$ cat src/rtl/imm_ext_pipe.sv
// imm_ext_pipe: registered immediate extractor with valid/ready handshake.
// A main register (M) drives the outputs. A skid register (K) absorbs one
// extra entry, so in_ready can be derived from K alone and throughput stays
// at one entry per cycle.
// Optional feature macro: IMM_EXT_RVC_EN (ops 8-10 decode RVC immediates).
`timescale 1ns/1ps

module imm_ext_pipe #(
  parameter int XLEN  = 32,
  parameter int TAG_W = 8
) (
  input  logic             clk,
  input  logic             rst_n,
  input  logic             flush,
  input  logic             in_valid,
  output logic             in_ready,
  input  logic [3:0]       in_op,
  input  logic [31:0]      in_inst,
  input  logic [TAG_W-1:0] in_tag,
  output logic             out_valid,
  input  logic             out_ready,
  output logic [XLEN-1:0]  out_imm,
  output logic [TAG_W-1:0] out_tag,
  output logic             out_bad
);

  // Immediates are built 64 bits wide and then truncated to XLEN. For
  // XLEN=32 this gives the same low word, and no zero-width replications
  // are needed.
  logic [63:0]      wide;
  logic             bad_new;
  logic [XLEN-1:0]  imm_new;

  // Main (M) and skid (K) entry storage.
  logic             m_valid, k_valid;
  logic [XLEN-1:0]  m_imm, k_imm;
  logic [TAG_W-1:0] m_tag, k_tag;
  logic             m_bad, k_bad;

  logic accept;
  logic consume;

  // Opcode bits [6:0] never feed a 32-bit immediate. The XOR keeps them
  // visibly sunk instead of silently dangling.
  logic unused_inst;
  assign unused_inst = ^in_inst[6:0];

  // Combinational format decode of the incoming instruction word.
  always_comb begin
    wide    = 64'd0;
    bad_new = 1'b0;
    case (in_op)
      4'd0: wide = 64'd0;
      4'd1: wide = {{52{in_inst[31]}}, in_inst[31:20]};
      4'd2: wide = (XLEN == 32) ? {59'd0, in_inst[24:20]} : {58'd0, in_inst[25:20]};
      4'd3: wide = {{52{in_inst[31]}}, in_inst[31:25], in_inst[11:7]};
      4'd4: wide = {{51{in_inst[31]}}, in_inst[31], in_inst[7], in_inst[30:25],
                    in_inst[11:8], 1'b0};
      4'd5: wide = {{32{in_inst[31]}}, in_inst[31:12], 12'd0};
      4'd6: wide = {{43{in_inst[31]}}, in_inst[31], in_inst[19:12], in_inst[20],
                    in_inst[30:21], 1'b0};
`ifdef IMM_EXT_RVC_EN
      4'd8: wide = {{58{in_inst[12]}}, in_inst[12], in_inst[6:2]};
      4'd9: wide = {{52{in_inst[12]}}, in_inst[12], in_inst[8], in_inst[10:9],
                    in_inst[6], in_inst[7], in_inst[2], in_inst[11],
                    in_inst[5:3], 1'b0};
      4'd10: wide = {{55{in_inst[12]}}, in_inst[12], in_inst[6:5], in_inst[2],
                     in_inst[11:10], in_inst[4:3], 1'b0};
`endif
      default: begin
        wide    = 64'd0;
        bad_new = 1'b1;
      end
    endcase
  end

  assign imm_new = wide[XLEN-1:0];

  // Upper bits of the 64-bit scratch value are unused for narrow datapaths.
  generate
    if (XLEN < 64) begin : g_narrow
      logic unused_hi;
      assign unused_hi = ^wide[63:XLEN];
    end
  endgenerate

  // A flush cycle must not accept the entry that is presented alongside it.
  assign in_ready = !k_valid && !flush;
  assign accept   = in_valid && in_ready;
  assign consume  = m_valid && out_ready;

  // M/K occupancy and data movement. Flush wins over any accept or consume.
  always_ff @(posedge clk or negedge rst_n) begin
    if (!rst_n) begin
      m_valid <= 1'b0;
      m_imm   <= '0;
      m_tag   <= '0;
      m_bad   <= 1'b0;
      k_valid <= 1'b0;
      k_imm   <= '0;
      k_tag   <= '0;
      k_bad   <= 1'b0;
    end else if (flush) begin
      m_valid <= 1'b0;
      k_valid <= 1'b0;
    end else if (consume) begin
      if (k_valid) begin
        // K is older than anything new; in_ready was low, so no accept.
        m_imm   <= k_imm;
        m_tag   <= k_tag;
        m_bad   <= k_bad;
        k_valid <= 1'b0;
      end else if (accept) begin
        m_imm <= imm_new;
        m_tag <= in_tag;
        m_bad <= bad_new;
      end else begin
        m_valid <= 1'b0;
      end
    end else if (!m_valid) begin
      if (accept) begin
        m_valid <= 1'b1;
        m_imm   <= imm_new;
        m_tag   <= in_tag;
        m_bad   <= bad_new;
      end
    end else if (accept) begin
      // M is stalled; park the new entry in the skid register.
      k_valid <= 1'b1;
      k_imm   <= imm_new;
      k_tag   <= in_tag;
      k_bad   <= bad_new;
    end
  end

  assign out_valid = m_valid;
  assign out_imm   = m_imm;
  assign out_tag   = m_tag;
  assign out_bad   = m_bad;

endmodule

$ cat config.mk
export PLATFORM = sky130hd
export DESIGN_NAME = imm_ext_pipe
export DESIGN_NICKNAME = d
export VERILOG_FILES = /design/src/rtl/imm_ext_pipe.sv
export SDC_FILE = /design/constraint.sdc
export NUM_CORES = 1
export LEC_CHECK = 0
export CAP_MARGIN = 10
export CORE_MARGIN = 3
export CORE_UTILIZATION = 46
export CTS_CLUSTER_DIAMETER = 100
export DETAILED_ROUTE_END_ITERATION = 16
export PLACE_DENSITY = 0.77
export SYNTH_ARGS = -nofsm -noshare
export SYNTH_HDL_FRONTEND = slang
export SYNTH_SLANG_ARGS = --single-unit
$ cat constraint.sdc
create_clock -name clk -period 1.9 [get_ports clk]
set_clock_uncertainty 0.15 [all_clocks]
set_input_delay 0.57 -clock clk [delete_from_list [all_inputs] [get_ports clk]]
set_output_delay 0.57 -clock clk [all_outputs]
set_load 0.01 [all_outputs]
==> qor.txt, run 1 <==
Cell count after synthesis - 364
FF-to-FF setup slack - -0.15 ns
Post-synth EDFFs - 0
Post-Route WL - 12,600 um
Final setup viols - 49
Worst skew pair latency - 0.37 ns
Period utilisation layout - 108%
Full die area - 0.0103 mm^2
First-pass DRT Iterations - 5
Mapped cell area - 0.00422 mm^2
Synth Area per Inst - 11.6 um^2
Hold depth - 1
Gpl congestion - 0.788
Crit path time final - 2.05 ns
Nets@finish - 543
Startpoint types - register
Syn nets - 413
Crit path to - out_imm[7]
HPWL Detailed - 7860 um
Filler Cells Inserted - 651
RSZ-0062 raised after global routing - yes
Most frequent cells in the layout - dfrtp_1, buf_4, dlygate4sd2_1, clkdlybuf4s50_1
Worst setup slack after placement - -0.731 ns
DRT antenna net count - 0
Worst IR Drop VDD - 0.000411 V
Num CTS Buffers - 9
Starting Density - 47.9%
CP startpoint - k_valid
Global-route wire length before repair - 19,800 um
RR Endpoint - out_imm[7]
Clock transition at the registers of the reported paths - 0.09 ns
Synth warn - 0
Pwr Density - 760 mW/mm^2
Die H - 102 um
Placed Cells - 573
Worst Reg-to-Reg Cells - 6
Site row count - 34
Layout area overhead - 41.9%
Synth unique cells - 47
Async SR Flop Fraction - 100%
Leakage - 2.82 nW
Vias in the first global route - 3,955
Commonest non-fill, non-tap cell in the layout - dfrtp_1
Pins Over Slew Limit - 0
Register area - 0.00210 mm^2
Worst min-delay path class - reg2reg
Layout Cells excl Fill - 608
Vias per cell - 6.15
Seq cells post-synth - 84
Core area - 0.00881 mm^2
Die Span X - 102 um
Vias after detailed routing - 3,738
FF-to-FF Start - k_valid
Max-cap violations - 0
Largest net degree at the start of global routing - 33
Avg WL per Cell - 20.6 um
Initial DRC count - 241
Slew headroom - 74.9%
Critical path type - reg2reg
Status - finished, violations left
H-tree levels - 3
Initial antenna violation count - 1
Multi-input gate area - 0.00197 mm^2
Least-Margin Pin Slew - 0.373 ns
Sequential cell area fraction in the yosys report - 49.9%
Tot GR Track Use - 24.8%
Critical path endpoint category - register
Clock root cell - clkbuf_8
Share of layout cells above drive strength 1 - 24.2%
TritonCTS clock tree - built
CP Max Fanout - 7
Main flop type after synthesis - dfrtp_1
Grt ovf - 0
Clock Sinks - 84
Critical path required time - 2.00 ns
IO Count - 92
Longest Clk Path Bufs - 2
Drt drc - 0
Setup ws final - -0.154 ns
Port bufs - 84
Fin. Hold Viols - 0
Violated checks - negative setup slack
Arr. time, crit path - 2.16 ns
Maximum clock rate - 0.487 GHz
worst max-delay path, stage by stage (launching register included):
cell and delay, ns:
dfrtp_1 0.41, buf_6 0.14, buf_6 0.11, mux2i_2 0.14, or3_4 0.48, buf_12 0.17
a221o_1 0.34
cell families after synthesis:
family / count (synthesis) / synth area share, %
AO/OA/AOI/OAI: 110 / 21.9
XOR/XNOR: 1 / 0.208
buffers and inverters: 46 / 5.43
flip-flops: 84 / 49.9
multiplexers: 24 / 6.68
AND/OR/NAND/NOR: 99 / 15.9
cell type report:
class	instances	area share, %
sequential	84	35.1
multi-input combinational	234	32.9
timing repair buffer	157	25.7
tap	108	2.26
clock buffer	9	2.07
clock inverter	7	1.34
inverter	8	0.502
antenna	1	0.0418
stage by stage:
step                total power, W  TNS (ns)  utilization [%]  cell area (um^2)  hold slack, ns
floorplan                  0.00270     -5.09                -              4280           0.124
global placement           0.00320    -46.64             62.8              5530           0.313
detailed placement         0.00324    -48.51             62.8              5530           0.328
CTS                        0.00454     -3.39             67.4              5930           0.342
global route               0.00475     -5.57             67.9              5980           0.365
finish                     0.00455     -4.16             67.9              5980           0.355
synthesized netlist by cell type (5+ instances only):
cell type / n / share of area, %
mux2_4: 8 / 2.8
nand4b_1: 11 / 2.3
clkbuf_1: 10 / 0.89
a221o_1: 26 / 6.2
mux2i_1: 15 / 3.6
dfrtp_1: 84 / 50
o22ai_1: 9 / 1.3
nand2_1: 13 / 1.2
nand3b_1: 7 / 1.2
o21ai_0: 11 / 1.3
nand2b_1: 5 / 0.74
a22o_1: 26 / 5.4
nand3_1: 9 / 1.1
o221ai_1: 12 / 2.5
buf_2: 20 / 2.4
and2_1: 26 / 3.9
inv_1: 8 / 0.71
a2bb2oi_1: 9 / 1.9
timing repair:
item	in CTS	in global routing
hold buffers	1	0
gates cloned	6	1
pin swaps	13	12
endpoints found under the setup margin	125	55
setup buffers	10	1
gates resized for setup	72	12
endpoints found under the hold margin	21	0
per-layer routing:
metal	track usage, %	vias to the layer above	part of all wire [%]
li1	-	1675	-
met1	32.5	1873	42
met2	40.4	163	48
met3	4.96	27	7.1
met4	9.71	0	2.2
met5	0	-	0
registers in the layout, indices dropped and copies added (netlist names):
name / flops
k_bad: 1
k_imm: 32
k_tag: 8
k_valid: 1
out_bad: 1
out_imm: 32
out_tag: 8
out_valid: 1
worst min path at each step:
stage                    from     endpoint  slack, ns
CTS                 k_imm[30]  out_imm[30]       0.34
global route         k_imm[8]     k_imm[8]       0.36
finish              k_imm[15]    k_imm[15]       0.36
floorplan               rst_n        k_bad       0.12
detailed placement  k_imm[30]  out_imm[30]       0.33
global placement    k_imm[20]  out_imm[20]       0.31
power breakdown:
group	internal (W)	switching, W	total (W)
Sequential	0.00202	0.000135	0.00216
Clock	0.000623	0.000713	0.00134
Combinational	0.000589	0.000465	0.00105
Total	0.00323	0.00131	0.00455
Note: power is estimated with default switching activity, not from simulation.
==> run 2, diff against run 1 <==
- CORE_ASPECT_RATIO: default -> 1.75
- PLACE_DENSITY: 0.77 -> 0.81
- SKIP_LAST_GASP: default -> 1
==> run 2 against run 1 <==
  * The run still ends with negative setup slack left
  * Clock power rose by 41%
  * Routed wire length grew 6.9%
  * Maximum frequency increased by 7.6%
  * Power rose by 12%
  * Non-clock buffer count decreased by 6
  * First-iteration DRC count rose by 33%
  * Critical path depth did not move
  * Sequential share of layout area is 0.37 points lower
  * Die area is 0.44% higher
  * Worst hold slack worse by 0.33 ns
  * Worst setup slack better by 0.14 ns
  * Cell count rose by 0.33%
  * Largest cell class unchanged
  * Highest routed layer is now met5
==> qor.txt, run 2 (synthesis gave the netlist of run 1 again) <==
Status - finished, violations left
Violated checks - negative setup slack
Final setup viols - 1
Pwr Density - 843 mW/mm^2
TritonCTS clock tree - built
Site row count - 45
Share of layout cells above drive strength 1 - 24.7%
Worst min-delay path class - in2async
Avg WL per Cell - 22.0 um
Longest Clk Path Bufs - 2
Hold Buf Count CTS - 0
Clock transition at the registers of the reported paths - 0.06 ns
Drt drc - 0
Tot GR Track Use - 25.9%
DRT antenna net count - 0
Most frequent cells in the layout - dfrtp_1, buf_4, dlygate4sd2_1, clkdlybuf4s50_1
Nets@finish - 537
Starting Density - 48.0%
Vias in the first global route - 3,853
Setup ws final - -0.00984 ns
Post-Route WL - 13,400 um
Startpoint types - register
Critical path required time - 2.03 ns
Crit path time final - 1.91 ns
Worst skew pair latency - 0.34 ns
Clock Sinks - 84
Finished Cell Area - 0.00605 mm^2
Global-route wire length before repair - 20,900 um
Period utilisation layout - 101%
Grt ovf - 0
Critical path endpoint category - register
Antenna cell count - 0
HPWL Detailed - 8350 um
Commonest non-fill, non-tap cell in the layout - dfrtp_1
CP Cell Sequence - buf_6 -> or3b_4 -> buf_4 -> nor4_4 -> buf_4 -> a221o_1
Clk pwr share - 37.1%
Worst path most repeated cell - buf_4
Critical path type - reg2reg
Vias per cell - 6.18
Full die area - 0.0104 mm^2
Leakage - 2.86 nW
Placed inst area - 0.00550 mm^2
Pins Over Slew Limit - 0
Port bufs - 84
Largest net degree at the start of global routing - 30
Die Span X - 78.4 um
Num CTS Buffers - 9
Core area - 0.00878 mm^2
Fin. Hold Viols - 0
Worst IR Drop VDD - 0.000589 V
Internal power - 0.00376 W
First-pass DRT Iterations - 5
Layout area overhead - 43.5%
Util after Layout - 68.9%
Initial antenna violation count - 1
Sw Ratio - 26.3%
Initial DRC count - 321
Clock root cell - clkbuf_16
CP max stage cell - or3b_4
Least-Margin Pin Slew - 0.433 ns
CP Max Fanout - 8
Vias after detailed routing - 3,771
Sw power - 0.00134 W
Maximum clock rate - 0.524 GHz
Combinational power share - 20.4%
IO Count - 92
Gpl congestion - 0.882
H-tree levels - 3
Arr. time, crit path - 2.04 ns
RSZ-0062 raised after global routing - yes
Max-cap violations - 0
Die H - 133 um
Slew headroom - 71.1%
Crit path largest cell delay - 0.43 ns
Part of the power in registers - 42.5%
[run 2: area by class of cell]
type / count / area [um^2]
tap: 117 / 146
clock inverter: 7 / 98.8
timing repair buffer: 151 / 1460
clock buffer: 9 / 225
sequential: 84 / 2100
fill: 639 / 2730
inverter: 8 / 30.0
multi-input combinational: 234 / 1980
[run 2: per-stage QoR]
| stage | hold WS [ns] | total power (W) | setup WS, ns | setup TNS (ns) | std cells |
|---|---|---|---|---|---|
| after global placement | 0.312 | 0.00320 | -0.632 | -44.48 | 578 |
| after global routing | 0.0306 | 0.00530 | -0.0808 | -0.520 | 610 |
| after floorplan | 0.124 | 0.00270 | -0.154 | -5.09 | 364 |
| final | 0.0225 | 0.00510 | -0.00984 | -0.00984 | 610 |
| after detailed placement | 0.318 | 0.00324 | -0.641 | -46.50 | 578 |
| after CTS | 0.0221 | 0.00510 | 0.00504 | 0 | 606 |
[run 2: repair_timing]
| action | CTS | global route |
|---|---|---|
| resized for setup | 75 | 23 |
| cloned | 5 | 1 |
| pin swaps | 12 | 5 |
| buffers inserted | 7 | 3 |
| setup endpoints to repair | 125 | 48 |
[run 2: worst max-delay path, delay by kind of cell (launching register included)]
kind	cells	cell delay, ns
AOI/OAI and AO/OA	1	0.15
and+or+nand+nor	2	0.66
buffers and inverters	3	0.49
DFF	1	0.40
[run 2: worst paths after layout]
check,start,endpoint,slack (ns),cells after the start
min reg2reg,k_imm[11],out_imm[11],0.34,2
max,k_valid,out_imm[5],-0.01,6
max reg2reg,k_valid,out_imm[5],-0.01,6
min,rst_n,k_imm[16],0.02,1
min in group clk,k_imm[11],out_imm[11],0.34,2
max in group asynchronous,rst_n,k_imm[2],1.07,2
[run 2: per-layer routing]
layer  wire (um)  vias to the layer above  GRT usage [%]
li1            -                     1665              -
met1        5040                     1876           30.3
met2        6950                      187           44.6
met3         851                       41           4.29
met4         556                        2           14.1
met5          18                        -              0
[run 2: power by group through the flow]
stage / clock, W / combinational, W / sequential, W
2_1_floorplan: 0 / 0.000489 / 0.00221
3_3_place_gp: 0 / 0.00102 / 0.00218
3_5_place_dp: 0 / 0.00105 / 0.00219
4_1_cts: 0.00192 / 0.00102 / 0.00216
5_1_grt: 0.00199 / 0.00111 / 0.00219
6_report: 0.00189 / 0.00104 / 0.00217
==> run 3, diff against run 2 <==
- ABC_CLOCK_PERIOD_IN_PS: default -> 1900
- CTS_CLUSTER_SIZE: default -> 14
- HOLD_SLACK_MARGIN: default -> 0.06
==> run 3 against run 2 <==
  * The flow still finishes with violations (negative setup slack)
  * Via count grew 0.50%
  * Maximum frequency is essentially flat
  * First-iteration DRC count grew 2.5%
  * Sequential share of layout area shrank 0.057 points
  * Power is essentially flat
  * Count of clock-buffer cells in the layout is the same
  * Worst setup slack lost 0.00068 ns
  * Routed wire length shrank 0.40%
  * Register-to-register slack is essentially flat
  * Combinational power is essentially flat
  * Utilization grew 0.11 points
  * Critical endpoint unchanged
==> qor.txt, run 3 (synthesis gave the netlist of run 1 again) <==
Commonest non-fill, non-tap cell in the layout - dfrtp_1
Port bufs - 84
Grt ovf - 0
Placed Cells - 578
Startpoint types - register
Status - finished, violations left
DRT antenna net count - 0
Most frequent cells in the layout - dfrtp_1, buf_4, dlygate4sd2_1, clkdlybuf4s50_1
Worst IR Drop VDD - 0.000587 V
Post-Route WL - 13,400 um
TritonCTS clock tree - built
Num CTS Buffers - 9
Period utilisation layout - 101%
Avg WL per Cell - 21.9 um
Antenna cell count - 0
Violated checks - negative setup slack
H-tree levels - 3
Arr. time, crit path - 2.04 ns
First-pass DRT Iterations - 6
RSZ-0062 raised after global routing - yes
Site row count - 45
Clock root cell - clkbuf_16
Post-Route Setup TNS - -0.0105 ns
Slew headroom - 71.0%
Fin. Hold Viols - 0
Critical path type - reg2reg
Die Span X - 78.4 um
Vias after detailed routing - 3,790
Pins Over Slew Limit - 0
Global-route wire length before repair - 20,900 um
Die H - 133 um
CP Max Fanout - 8
Clock transition at the registers of the reported paths - 0.06 ns
Max-cap violations - 0
Critical path endpoint category - register
Starting Density - 48.0%
Vias in the first global route - 3,859
Nets@finish - 538
Crit path time final - 1.91 ns
Setup ws final - -0.0105 ns
Pwr Density - 841 mW/mm^2
Layout area overhead - 43.8%
IO Count - 92
Vias per cell - 6.20
Longest Clk Path Bufs - 2
Least-Margin Pin Slew - 0.435 ns
Final setup viols - 1
Tot GR Track Use - 25.9%
HPWL Detailed - 8350 um
Critical path required time - 2.03 ns
Share of layout cells above drive strength 1 - 24.7%
Core area - 0.00878 mm^2
Gpl congestion - 0.882
Drt drc - 0
Worst min-delay path class - reg2reg
Worst skew pair latency - 0.34 ns
Maximum clock rate - 0.523 GHz
Largest net degree at the start of global routing - 30
Clock Sinks - 84
Initial antenna violation count - 1
Initial DRC count - 329
Full die area - 0.0104 mm^2
Layout Cells excl Fill - 611
Leakage - 2.86 nW
-- run 3: cell count changes in the layout (fill, tap and decap cells not counted) --
cell / before / now
dlygate4sd3_1: 0 / 1
-- run 3: worst max-delay path: stages, from the launching register on --
cell and delay [ns]:
dfrtp_1 0.40, buf_6 0.14, or3b_4 0.43, buf_4 0.16, nor4_4 0.23, buf_4 0.19
a221o_1 0.15
-- run 3: per-layer routing --
metal	share of wire (%)	routed length (um)	global-route usage (%)	vias to the layer above
li1	-	-	-	1669
met1	37	4960	30.3	1874
met2	52	6960	44.6	195
met3	5.9	791	4.29	50
met4	4.7	627	14.1	2
met5	0.13	18	0	-
-- run 3: stage by stage --
step                util, %  power, W  setup slack (ns)  instance area (um^2)  hold WS (ns)
floorplan                 -   0.00270            -0.154                  4280         0.124
global placement       62.6   0.00320            -0.632                  5500         0.312
detailed placement     62.6   0.00324            -0.641                  5500         0.318
CTS                    68.2   0.00510           0.00504                  5990         0.332
global route           69.0   0.00530           -0.0808                  6060         0.358
finish                 69.0   0.00510           -0.0105                  6060         0.340
-- run 3: area by class of cell --
| class | instances | area [um^2] |
|---|---|---|
| timing repair buffer | 152 | 1470 |
| clock inverter | 7 | 98.8 |
| inverter | 8 | 30.0 |
| tap | 117 | 146 |
| clock buffer | 9 | 225 |
| multi-input combinational | 234 | 1980 |
| sequential | 84 | 2100 |
| fill | 638 | 2720 |
-- run 3: final timing paths --
check / depth (start not counted) / slack, ns / end / start
setup reg to reg: 6 / -0.01 / out_imm[5] / k_valid
setup / recovery: 6 / -0.01 / out_imm[5] / k_valid
max in group asynchronous: 3 / 0.52 / k_imm[2] / rst_n
hold / removal: 2 / 0.34 / out_imm[11] / k_imm[11]
hold reg to reg: 2 / 0.34 / out_imm[11] / k_imm[11]
min in group asynchronous: 2 / 0.57 / k_imm[16] / rst_n
-- run 3: timing repair --
item	in CTS	in global routing
hold endpoints to repair	26	0
hold buffers	1	0
gates resized for setup	75	23
pin swaps	12	5
setup buffers	7	3
cloned	5	1
endpoints found under the setup margin	125	48
-- run 3: where the power goes --
| group | internal (W) | leakage [nW] | total [W] | switching, W |
|---|---|---|---|---|
| logic | 0.000574 | 1.61 | 0.00104 | 0.000467 |
| registers | 0.00203 | 1.10 | 0.00217 | 0.000143 |
| clock network | 0.00116 | 0.156 | 0.00189 | 0.000728 |
| total | 0.00376 | 2.86 | 0.00510 | 0.00134 |
